## src/rtl/router_out_arb_if.sv

```systemverilog
// Bus bundle for router_out_arb: input-FIFO read side plus the forwarded-word output side.
// out_valid/out_ready: a word transfers on a rising edge where both are high; once raised, out_valid,
// out_data and out_src hold steady until that transfer, and out_ready while out_valid is low is ignored.
interface router_out_arb_if #(
  parameter int DATA_W    = 32,
  parameter int NUM_PORTS = 8
);
  logic [NUM_PORTS-1:0]        fifo_empty;
  logic [NUM_PORTS*DATA_W-1:0] fifo_data;
  logic [NUM_PORTS-1:0]        fifo_rd;
  logic [DATA_W-1:0]           out_data;
  logic [2:0]                  out_src;
  logic                        out_valid;
  logic                        out_ready;
  logic                        busy;

  modport master (
    input  fifo_empty, fifo_data, out_ready,
    output fifo_rd, out_data, out_src, out_valid, busy
  );

  modport slave (
    output fifo_empty, fifo_data, out_ready,
    input  fifo_rd, out_data, out_src, out_valid, busy
  );
endinterface

```

## src/rtl/router_out_arb.sv

```systemverilog
// Round-robin output arbiter: picks one non-empty input FIFO, reads one word and forwards it downstream.
// Optional macro ROUTER_ARB_DROP_ZERO_EN discards words captured as all-zero instead of forwarding them.
module router_out_arb #(
  parameter int DATA_W     = 32,
  parameter int NUM_PORTS  = 8,
  parameter int RD_LATENCY = 1
) (
  input  logic              clock,
  input  logic              reset,
  router_out_arb_if.master  bus,
  output logic [1:0]        dbg_state
);

  localparam int IDX_W = (NUM_PORTS > 1) ? $clog2(NUM_PORTS) : 1;

  typedef enum logic [1:0] {
    IDLE  = 2'd0,
    ISSUE = 2'd1,
    WAIT  = 2'd2,
    HOLD  = 2'd3
  } state_t;

  state_t               state_q, state_d;
  logic [IDX_W-1:0]     grant_q, grant_d;
  logic [IDX_W-1:0]     rr_ptr_q, rr_ptr_d;
  logic [3:0]           cnt_q, cnt_d;
  logic [NUM_PORTS-1:0] rd_q, rd_d;
  logic [DATA_W-1:0]    data_q, data_d;
  logic [2:0]           src_q, src_d;
  logic                 valid_q, valid_d;

  logic                 hi_found, lo_found, arb_found;
  logic [IDX_W-1:0]     hi_pick, lo_pick, arb_pick;
  logic [DATA_W-1:0]    slice;
  logic [IDX_W-1:0]     grant_inc;
  logic                 drop_word;

  // Ports at or above rr_ptr win over ports below it, which gives the wrap-around search.
  always_comb begin
    hi_found = 1'b0;
    lo_found = 1'b0;
    hi_pick  = '0;
    lo_pick  = '0;
    for (int i = 0; i < NUM_PORTS; i++) begin
      if (!bus.fifo_empty[i]) begin
        if (IDX_W'(i) >= rr_ptr_q) begin
          if (!hi_found) begin
            hi_found = 1'b1;
            hi_pick  = IDX_W'(i);
          end
        end else if (!lo_found) begin
          lo_found = 1'b1;
          lo_pick  = IDX_W'(i);
        end
      end
    end
    arb_found = hi_found || lo_found;
    arb_pick  = hi_found ? hi_pick : lo_pick;
  end

  always_comb begin
    slice = '0;
    for (int i = 0; i < NUM_PORTS; i++) begin
      if (grant_q == IDX_W'(i)) slice = bus.fifo_data[i*DATA_W +: DATA_W];
    end
  end

  assign grant_inc = (grant_q == IDX_W'(NUM_PORTS - 1)) ? '0 : grant_q + 1'b1;

`ifdef ROUTER_ARB_DROP_ZERO_EN
  assign drop_word = (slice == '0);
`else
  assign drop_word = 1'b0;
`endif

  always_comb begin
    state_d  = state_q;
    grant_d  = grant_q;
    rr_ptr_d = rr_ptr_q;
    cnt_d    = cnt_q;
    rd_d     = '0;
    data_d   = data_q;
    src_d    = src_q;
    valid_d  = valid_q;
    unique case (state_q)
      IDLE: begin
        if (arb_found) begin
          grant_d = arb_pick;
          state_d = ISSUE;
          // fifo_rd is registered, so the pulse is loaded here and shows during ISSUE.
          for (int i = 0; i < NUM_PORTS; i++) rd_d[i] = (arb_pick == IDX_W'(i));
        end
      end
      ISSUE: begin
        cnt_d   = 4'(RD_LATENCY);
        state_d = WAIT;
      end
      WAIT: begin
        cnt_d = cnt_q - 4'd1;
        if (cnt_q <= 4'd1) begin
          cnt_d = '0;
          if (drop_word) begin
            rr_ptr_d = grant_inc;
            state_d  = IDLE;
          end else begin
            data_d  = slice;
            src_d   = 3'(grant_q);
            valid_d = 1'b1;
            state_d = HOLD;
          end
        end
      end
      HOLD: begin
        if (valid_q && bus.out_ready) begin
          valid_d  = 1'b0;
          rr_ptr_d = grant_inc;
          state_d  = IDLE;
        end
      end
      default: state_d = IDLE;
    endcase
  end

  always_ff @(posedge clock) begin
    if (reset) begin
      state_q  <= IDLE;
      grant_q  <= '0;
      rr_ptr_q <= '0;
      cnt_q    <= '0;
      rd_q     <= '0;
      data_q   <= '0;
      src_q    <= '0;
      valid_q  <= 1'b0;
    end else begin
      state_q  <= state_d;
      grant_q  <= grant_d;
      rr_ptr_q <= rr_ptr_d;
      cnt_q    <= cnt_d;
      rd_q     <= rd_d;
      data_q   <= data_d;
      src_q    <= src_d;
      valid_q  <= valid_d;
    end
  end

  assign bus.fifo_rd   = rd_q;
  assign bus.out_data  = data_q;
  assign bus.out_src   = src_q;
  assign bus.out_valid = valid_q;
  assign bus.busy      = (state_q != IDLE);
  assign dbg_state     = state_q;

endmodule

```

## src/flat_wrapper.sv

```systemverilog
// flat-port wrapper written by rule: the top's interface ports become plain ports
module router_out_arb_flat 
#(
  parameter int DATA_W     = 32,
  parameter int NUM_PORTS  = 8,
  parameter int RD_LATENCY = 1
)
  (clock, reset, dbg_state, bus_fifo_empty, bus_fifo_data, bus_out_ready, bus_fifo_rd, bus_out_data, bus_out_src, bus_out_valid, bus_busy);
  router_out_arb_if #(.DATA_W(DATA_W), .NUM_PORTS(NUM_PORTS)) bus_i ();
  input  logic clock;
  input  logic reset;
  output logic [1:0] dbg_state;
  input wire logic [$bits(bus_i.fifo_empty)-1:0] bus_fifo_empty;
  input wire logic [$bits(bus_i.fifo_data)-1:0] bus_fifo_data;
  input wire logic [$bits(bus_i.out_ready)-1:0] bus_out_ready;
  output wire logic [$bits(bus_i.fifo_rd)-1:0] bus_fifo_rd;
  output wire logic [$bits(bus_i.out_data)-1:0] bus_out_data;
  output wire logic [$bits(bus_i.out_src)-1:0] bus_out_src;
  output wire logic [$bits(bus_i.out_valid)-1:0] bus_out_valid;
  output wire logic [$bits(bus_i.busy)-1:0] bus_busy;
  assign bus_i.fifo_empty = bus_fifo_empty;
  assign bus_i.fifo_data = bus_fifo_data;
  assign bus_i.out_ready = bus_out_ready;
  assign bus_fifo_rd = bus_i.fifo_rd;
  assign bus_out_data = bus_i.out_data;
  assign bus_out_src = bus_i.out_src;
  assign bus_out_valid = bus_i.out_valid;
  assign bus_busy = bus_i.busy;
  router_out_arb #(.DATA_W(DATA_W), .NUM_PORTS(NUM_PORTS), .RD_LATENCY(RD_LATENCY)) u_core (.clock(clock), .reset(reset), .bus(bus_i), .dbg_state(dbg_state));
endmodule
```

## config.mk

```make
export PLATFORM = sky130hd
export DESIGN_NAME = router_out_arb_flat
export DESIGN_NICKNAME = d
export VERILOG_FILES = /design/src/rtl/router_out_arb_if.sv /design/src/rtl/router_out_arb.sv /design/src/flat_wrapper.sv
export SDC_FILE = /design/constraint.sdc
export NUM_CORES = 1
export LEC_CHECK = 0
export ABC_AREA = 1
export BUFFER_PORTS_ARGS = -buffer_cell sky130_fd_sc_hd__buf_2
export CAP_MARGIN = 20
export CORE_AREA = 4 4 119 121
export DETAILED_ROUTE_END_ITERATION = 7
export DIE_AREA = 0 0 123 125
export PLACE_DENSITY = 0.75
export SLEW_MARGIN = 20
export SYNTH_ARGS = -nofsm -noshare
export SYNTH_HDL_FRONTEND = slang
export SYNTH_SLANG_ARGS = --single-unit
```

## constraint.sdc

```tcl
create_clock -name clock -period 2.7 [get_ports clock]
set_input_delay 0.27 -clock clock [delete_from_list [all_inputs] [get_ports clock]]
set_output_delay 0.27 -clock clock [all_outputs]
set_load 0.03 [all_outputs]
```

Yosys cells after proc, flatten, opt, wreduce, memory -nomap -nowiden. Index checks and enable logic that the tools add are counted. Widths: inputs -> output; s select.

Multiplexer cells: 93. Eq/ne operators: 20. Add/sub/neg operators: 2. Bitwise operators: 2. Reduce and logical (&&, ||, !) cells: 14. Order comparisons: 9.

Operators with widths (count): $mux 32 (8); $mux 3 (42); $mux 1 (36); $eq 3x3->1 const B (8); $eq 3x2->1 const B (4); $ge 3x3->1 const A (4); $pmux 2 s4 (1); $pmux 4 s2 (1); $eq 3x1->1 const B (2); $ge 1x3->1 const A (2); $ge 2x3->1 const A (2); $logic_not 3->1 (2); $mux 2 (3); $ne 2x1->1 const B (3); $reduce_and 2->1 (3); $reduce_and 3->1 (2); $reduce_bool 2->1 (3); $eq 2x2->1 const B (2); $le 4x1->1 const B (1); $mux 4 (1); $sub 4x1->4 const B (1); $add 3x1->3 const B (1); $reduce_or 3->1 (1); $eq 2x1->1 const B (1); other kinds (5) (6).

Word-level logic and storage cells: 148. Register bits: 56. Bits of input ports: 267. Output and inout bits: 47.

Logic depth before layout (Yosys ltp).
Depth in word-level cells: 26. Gate-level depth with buffers: 16. Depth with buffers taken out: 14.

Worst setup path after synthesis. Ideal clock, no wire load.

Path kind: reg2reg. Start point: reg u_core.grant_q[2]. End point: reg u_core.data_q[0], in the netlist u_core.bus.out_data[0]. Arrival time: 1873 ps. Buffers on the path: 4. Clock period less this slack: 2005 ps. Slack: 695 ps. Cell stages (with the launch flop): 15. Data required time: 2568 ps. Library setup time: 132 ps. Cell sequence: dfxtp_1 buf_2 inv_2 buf_6 buf_4 ha_1 clkinv_1 clkbuf_1 or2_2 nand3_1 nand3_1 nand2_1 nand2_1 nand2_1 a21oi_1.

Cells in the longest elaborated chain, start to end: 9. Elaborated cells between the ends (all ways): 16. Classes of those cells: eq/ne: 7; mux: 8; reduce/logical: 1.

Ends and longest elaborated chain: start, declared (line router_out_arb.sv:24) `logic [IDX_W-1:0] grant_q, grant_d;`; start signal, assigned (line router_out_arb.sv:136) `grant_q <= grant_d;`; $logic_not 3->1 (line router_out_arb.sv:64) `if (grant_q == IDX_W'(i)) slice = bus.fifo_data[i*DATA_W +: DATA_W];`; $mux 32 (7 in series) (line router_out_arb.sv:64); $mux 32 (*) (line router_out_arb.sv:64); end signal, assigned (line router_out_arb.sv:140) `data_q <= data_d;`; end, declared (line router_out_arb.sv:28) `logic [DATA_W-1:0] data_q, data_d;`.

Every way passes the cells marked *; elsewhere a longest branch is shown, timed or not. A chain may end at the register's enable or synchronous reset.

Worst setup path after layout.
Start point: reg u_core.grant_q[1]. End point: reg u_core.data_q[20], in the netlist u_core.bus.out_data[20].

Same word-level chain as after synthesis.

==> flow_summary.html <==
<table>
<tr><th>Metric</th><th>Value</th></tr>
<tr><th colspan="2">Status</th></tr>
<tr><td>Outcome</td><td>complete, no violations</td></tr>
<tr><th colspan="2">CTS</th></tr>
<tr><td>Clock tree from TritonCTS</td><td>done</td></tr>
<tr><td>Cts repair resizes</td><td>0</td></tr>
<tr><td># clock sinks</td><td>56</td></tr>
<tr><td>Cts-stage hold buffer count</td><td>0</td></tr>
<tr><td>TritonCTS buffer count</td><td>5</td></tr>
<tr><td>Master cell of the clock root buffer</td><td>clkbuf_16</td></tr>
<tr><td>Number of H-tree branching levels</td><td>2</td></tr>
<tr><td>Clock edge transition at the registers on the reported setup and hold paths</td><td>70 ps</td></tr>
<tr><td>Post-CTS Setup Inserts</td><td>0</td></tr>
<tr><td>Buffer levels on the longest clock path</td><td>2</td></tr>
<tr><td>Insertion delay of the later-clocked pin in the worst-skew pair</td><td>290 ps</td></tr>
<tr><th colspan="2">Timing</th></tr>
<tr><td>Worst-margin pin slew</td><td>931 ps</td></tr>
<tr><td>WHS</td><td>345 ps</td></tr>
<tr><td>Setup TNS</td><td>0 ps</td></tr>
<tr><td>Shortest clock period the worst path allows after layout</td><td>2200 ps</td></tr>
<tr><td>Relative max-transition margin</td><td>37.9%</td></tr>
<tr><td>Worst Skew</td><td>6.40 ps</td></tr>
<tr><td>Achievable frequency</td><td>0.455 GHz</td></tr>
<tr><td>Setup repair after global routing missed its margin</td><td>false</td></tr>
<tr><td>Number of failing setup endpoints in the final timing report</td><td>0</td></tr>
<tr><td>Period utilization</td><td>81.4%</td></tr>
<tr><td>Crit path setup slack, layout</td><td>502 ps</td></tr>
<tr><td>Count of pins over their slew limit</td><td>0</td></tr>
<tr><td>Number of hold violations in the final report</td><td>0</td></tr>
<tr><th colspan="2">Worst setup path</th></tr>
<tr><td>Critical path depth</td><td>14</td></tr>
<tr><td>Worst reg2reg path endpoint</td><td>u_core.bus.out_data[20]</td></tr>
<tr><td>Buffers &amp; Inverters on Critical Path</td><td>2</td></tr>
<tr><td>Critical path capture point</td><td>u_core.bus.out_data[20]</td></tr>
<tr><td>Longest individual stage delay on the worst path</td><td>560 ps</td></tr>
<tr><td>Data arrival, critical path</td><td>2420 ps</td></tr>
<tr><td>Setup slack, reg-to-reg</td><td>500 ps</td></tr>
<tr><td>Worst reg-to-reg path cell count</td><td>14</td></tr>
<tr><td>CP Max Fanout</td><td>32</td></tr>
<tr><td>Worst setup SP type</td><td>flip-flop</td></tr>
<tr><td>Slowest stage cell on the critical path</td><td>nor2_4</td></tr>
<tr><td>Setup crit end kind</td><td>flip-flop</td></tr>
<tr><td>Cell with the most instances on the worst path</td><td>nand2_1</td></tr>
<tr><td>Worst Path Required</td><td>2930 ps</td></tr>
<tr><td>Startpoint of the worst setup timing path</td><td>u_core.grant_q[1]</td></tr>
<tr><td>Crit Reg-Reg Startpoint</td><td>u_core.grant_q[1]</td></tr>
<tr><td>Critical path type</td><td>flip-flop to flip-flop</td></tr>
<tr><td>Top delay family on crit path</td><td>simple AND/OR/NAND/NOR gates</td></tr>
<tr><td>Cell Chain, Critical Path</td><td>inv_1 -&gt; ha_1 -&gt; inv_1 -&gt; nor2_4 -&gt; nand2_1 -&gt; nand2_1 -&gt; nand2_1 -&gt; nand2_1 -&gt; nand3_1 -&gt; nand3_1 -&gt; nand2_1 -&gt; nand2_1 -&gt; nand2_1 -&gt; a21oi_1</td></tr>
<tr><th colspan="2">Layout</th></tr>
<tr><td>Fin area</td><td>0.00739 mm^2</td></tr>
<tr><td>Core Util, Final</td><td>56.5%</td></tr>
<tr><td>Most frequent cells in the layout</td><td>nand2_1, buf_2, nor2_1</td></tr>
<tr><td>Area grow syn2layout</td><td>32.6%</td></tr>
<tr><td>Most common cell after layout, fill and taps aside</td><td>nand2_1</td></tr>
<tr><td>Final standard cell count with taps included and fillers excluded</td><td>1525</td></tr>
<tr><td>Share of cells above drive strength 1</td><td>28.6%</td></tr>
<tr><td>Net count, final</td><td>1620</td></tr>
<tr><td>Layout fillers</td><td>1415</td></tr>
<tr><th colspan="2">Placement</th></tr>
<tr><td>Last weighted congestion value of the routability-driven placer</td><td>0.975</td></tr>
<tr><td>Number of port buffers</td><td>313</td></tr>
<tr><td>Detailed Place HPWL</td><td>17.7 mm</td></tr>
<tr><td>Instance area after placement</td><td>0.00723 mm^2</td></tr>
<tr><td>Cell count after placement</td><td>1511</td></tr>
<tr><td>Post-Place Setup Slack</td><td>533 ps</td></tr>
<tr><th colspan="2">Detailed routing</th></tr>
<tr><td>First-pass DRT Iterations</td><td>6</td></tr>
<tr><td>Total number of vias</td><td>7453</td></tr>
<tr><td>Antenna violation net count after detailed routing</td><td>0</td></tr>
<tr><td>Wire length per cell</td><td>14.7 um</td></tr>
<tr><td>Final routed wirelength across all metal layers</td><td>22.5 mm</td></tr>
<tr><td>First-iteration detailed-routing DRC count</td><td>850</td></tr>
<tr><td>Count of unresolved DRC violations after routing</td><td>0</td></tr>
<tr><td>Via-to-Cell Ratio</td><td>4.89</td></tr>
<tr><th colspan="2">Global routing</th></tr>
<tr><td>Gr usage total</td><td>27.2%</td></tr>
<tr><td>Via count of the first global-routing pass</td><td>6608</td></tr>
<tr><td>Global route overflow</td><td>0</td></tr>
<tr><td>Maximum number of pins on one net before global-route repair</td><td>63</td></tr>
<tr><td>Wire length of the first global-routing pass</td><td>33.6 mm</td></tr>
<tr><td>Number of antenna violations at the first check in global routing</td><td>7</td></tr>
<tr><th colspan="2">Run</th></tr>
<tr><td>Maximum capacitance violations</td><td>0</td></tr>
<tr><th colspan="2">Pwr</th></tr>
<tr><td>Switching fraction of total power</td><td>50.9%</td></tr>
<tr><td>Final Power</td><td>5.22 mW</td></tr>
<tr><td>Cell-internal power</td><td>2.56 mW</td></tr>
<tr><td>Worst vdd ir</td><td>608 uV</td></tr>
<tr><td>Relative contribution of the clock network to total power</td><td>12.7%</td></tr>
<tr><td>Combinational Power Share</td><td>66.3%</td></tr>
<tr><td>Static leakage</td><td>4.42 nW</td></tr>
<tr><td>Total net switching power</td><td>2.66 mW</td></tr>
<tr><td>Power per cell area</td><td>706 mW/mm^2</td></tr>
<tr><td>Proportion of power drawn by flip-flops and latches</td><td>21.0%</td></tr>
<tr><th colspan="2">Floorplanning</th></tr>
<tr><td>Core region area</td><td>0.0131 mm^2</td></tr>
<tr><td>Horiz. Die Dim</td><td>123 um</td></tr>
<tr><td>Area of the die</td><td>0.0154 mm^2</td></tr>
<tr><td># IOs</td><td>314</td></tr>
<tr><td>Cell Rows</td><td>42</td></tr>
<tr><td>Die height</td><td>125 um</td></tr>
<tr><td>Initial Util</td><td>42.6%</td></tr>
<tr><th colspan="2">Synth</th></tr>
<tr><td>Post-synthesis average cell area</td><td>5.20 um^2</td></tr>
<tr><td>Gate count of the mapped netlist</td><td>1072</td></tr>
<tr><td>Post-Synthesis Net Count</td><td>1350</td></tr>
<tr><td>Proportion of synthesized chip area in sequential cells</td><td>20.1%</td></tr>
<tr><td>Synth warnings</td><td>0</td></tr>
<tr><td>Number of unique standard cell types used by synthesis</td><td>33</td></tr>
<tr><td>FF+latch count, synth</td><td>56</td></tr>
<tr><td>Cell area after technology mapping</td><td>0.00557 mm^2</td></tr>
<tr><th colspan="2">Hold path</th></tr>
<tr><td>Number of instances on the worst hold path</td><td>3</td></tr>
<tr><td>Class of the tightest hold or removal check</td><td>input port to flip-flop</td></tr>
</table>
## sequential cells by signal, summed over array words and instances (netlist names)
register / flops
u_core.bus.out_data: 32
u_core.bus.fifo_rd: 8
u_core.cnt_q: 4
u_core.bus.out_src: 3
u_core.grant_q: 3
u_core.rr_ptr_q: 3
u_core.dbg_state: 2
u_core.bus.out_valid: 1
## cell usage after synthesis, drive strengths merged
| cell | n | area share (%) |
|---|---|---|
| a21oi | 47 | 4.2 |
| nor4 | 1 | 0.11 |
| a21boi | 1 | 0.13 |
| and3 | 1 | 0.11 |
| nand3b | 4 | 0.54 |
| nand2 | 431 | 29 |
| nand4 | 34 | 3.8 |
| ha | 11 | 2.5 |
| clkinv | 3 | 0.20 |
| or2 | 33 | 3.7 |
| clkbuf | 34 | 2.3 |
| nor3 | 1 | 0.090 |
| inv | 100 | 6.7 |
| nor2 | 159 | 11 |
| xor2 | 1 | 0.16 |
| dfxtp | 56 | 20 |
| o31ai | 1 | 0.13 |
| o21ai | 11 | 0.99 |
| buf | 32 | 3.4 |
| nand3 | 109 | 10 |
| a211oi | 2 | 0.27 |
## worst min-delay path, stage by stage
cell	delay, ps
buf_2	150
nand3b_1	130
inv_1	40
## power by group through the flow
stage | Sequential [mW] | Combinational (mW) | Clock (mW)
floorplan | 1.36 | 2.18 | 0
global placement | 1.11 | 3.39 | 0
CTS | 1.10 | 3.43 | 0.676
detailed placement | 1.11 | 3.42 | 0
finish | 1.10 | 3.46 | 0.660
global route | 1.12 | 3.91 | 0.704
## layout make-up
class                      instances  area [um^2]  area share [%]
sequential                        56         1120            15.2
antenna                            6         15.0           0.203
inverter                         103          387            5.23
clock buffer                       8          146            1.98
multi-input combinational        847         3750            50.7
timing repair buffer             329         1750            23.7
tap                              176          220            2.98
## cell families after synthesis
group / count (synthesis) / share of synthesized area (%)
fa+ha+maj: 11 / 2.47
compound gates: 62 / 5.75
flops: 56 / 20.1
xor+xnor: 1 / 0.157
simple gates: 773 / 58.9
buf+inv: 169 / 12.6
## layer usage
metal | global-route usage, % | up-vias | wire, um
met5 | 0 | - | 7
met4 | 10.0 | 2 | 711
met3 | 6.50 | 49 | 2180
met2 | 43.7 | 323 | 10400
met1 | 35.2 | 3219 | 9200
li1 | - | 3860 | -
## how the worst min path moves through the flow
stage / endpoint / from
floorplan: u_core.bus.fifo_rd[7] / bus_fifo_empty[7]
global placement: u_core.bus.out_data[11] / u_core.bus.out_data[11]
detailed placement: u_core.bus.out_data[11] / u_core.bus.out_data[11]
CTS: u_core.bus.fifo_rd[7] / bus_fifo_empty[7]
global route: u_core.bus.fifo_rd[7] / bus_fifo_empty[7]
finish: u_core.bus.fifo_rd[7] / bus_fifo_empty[7]
(Power assumes the default switching activity.)
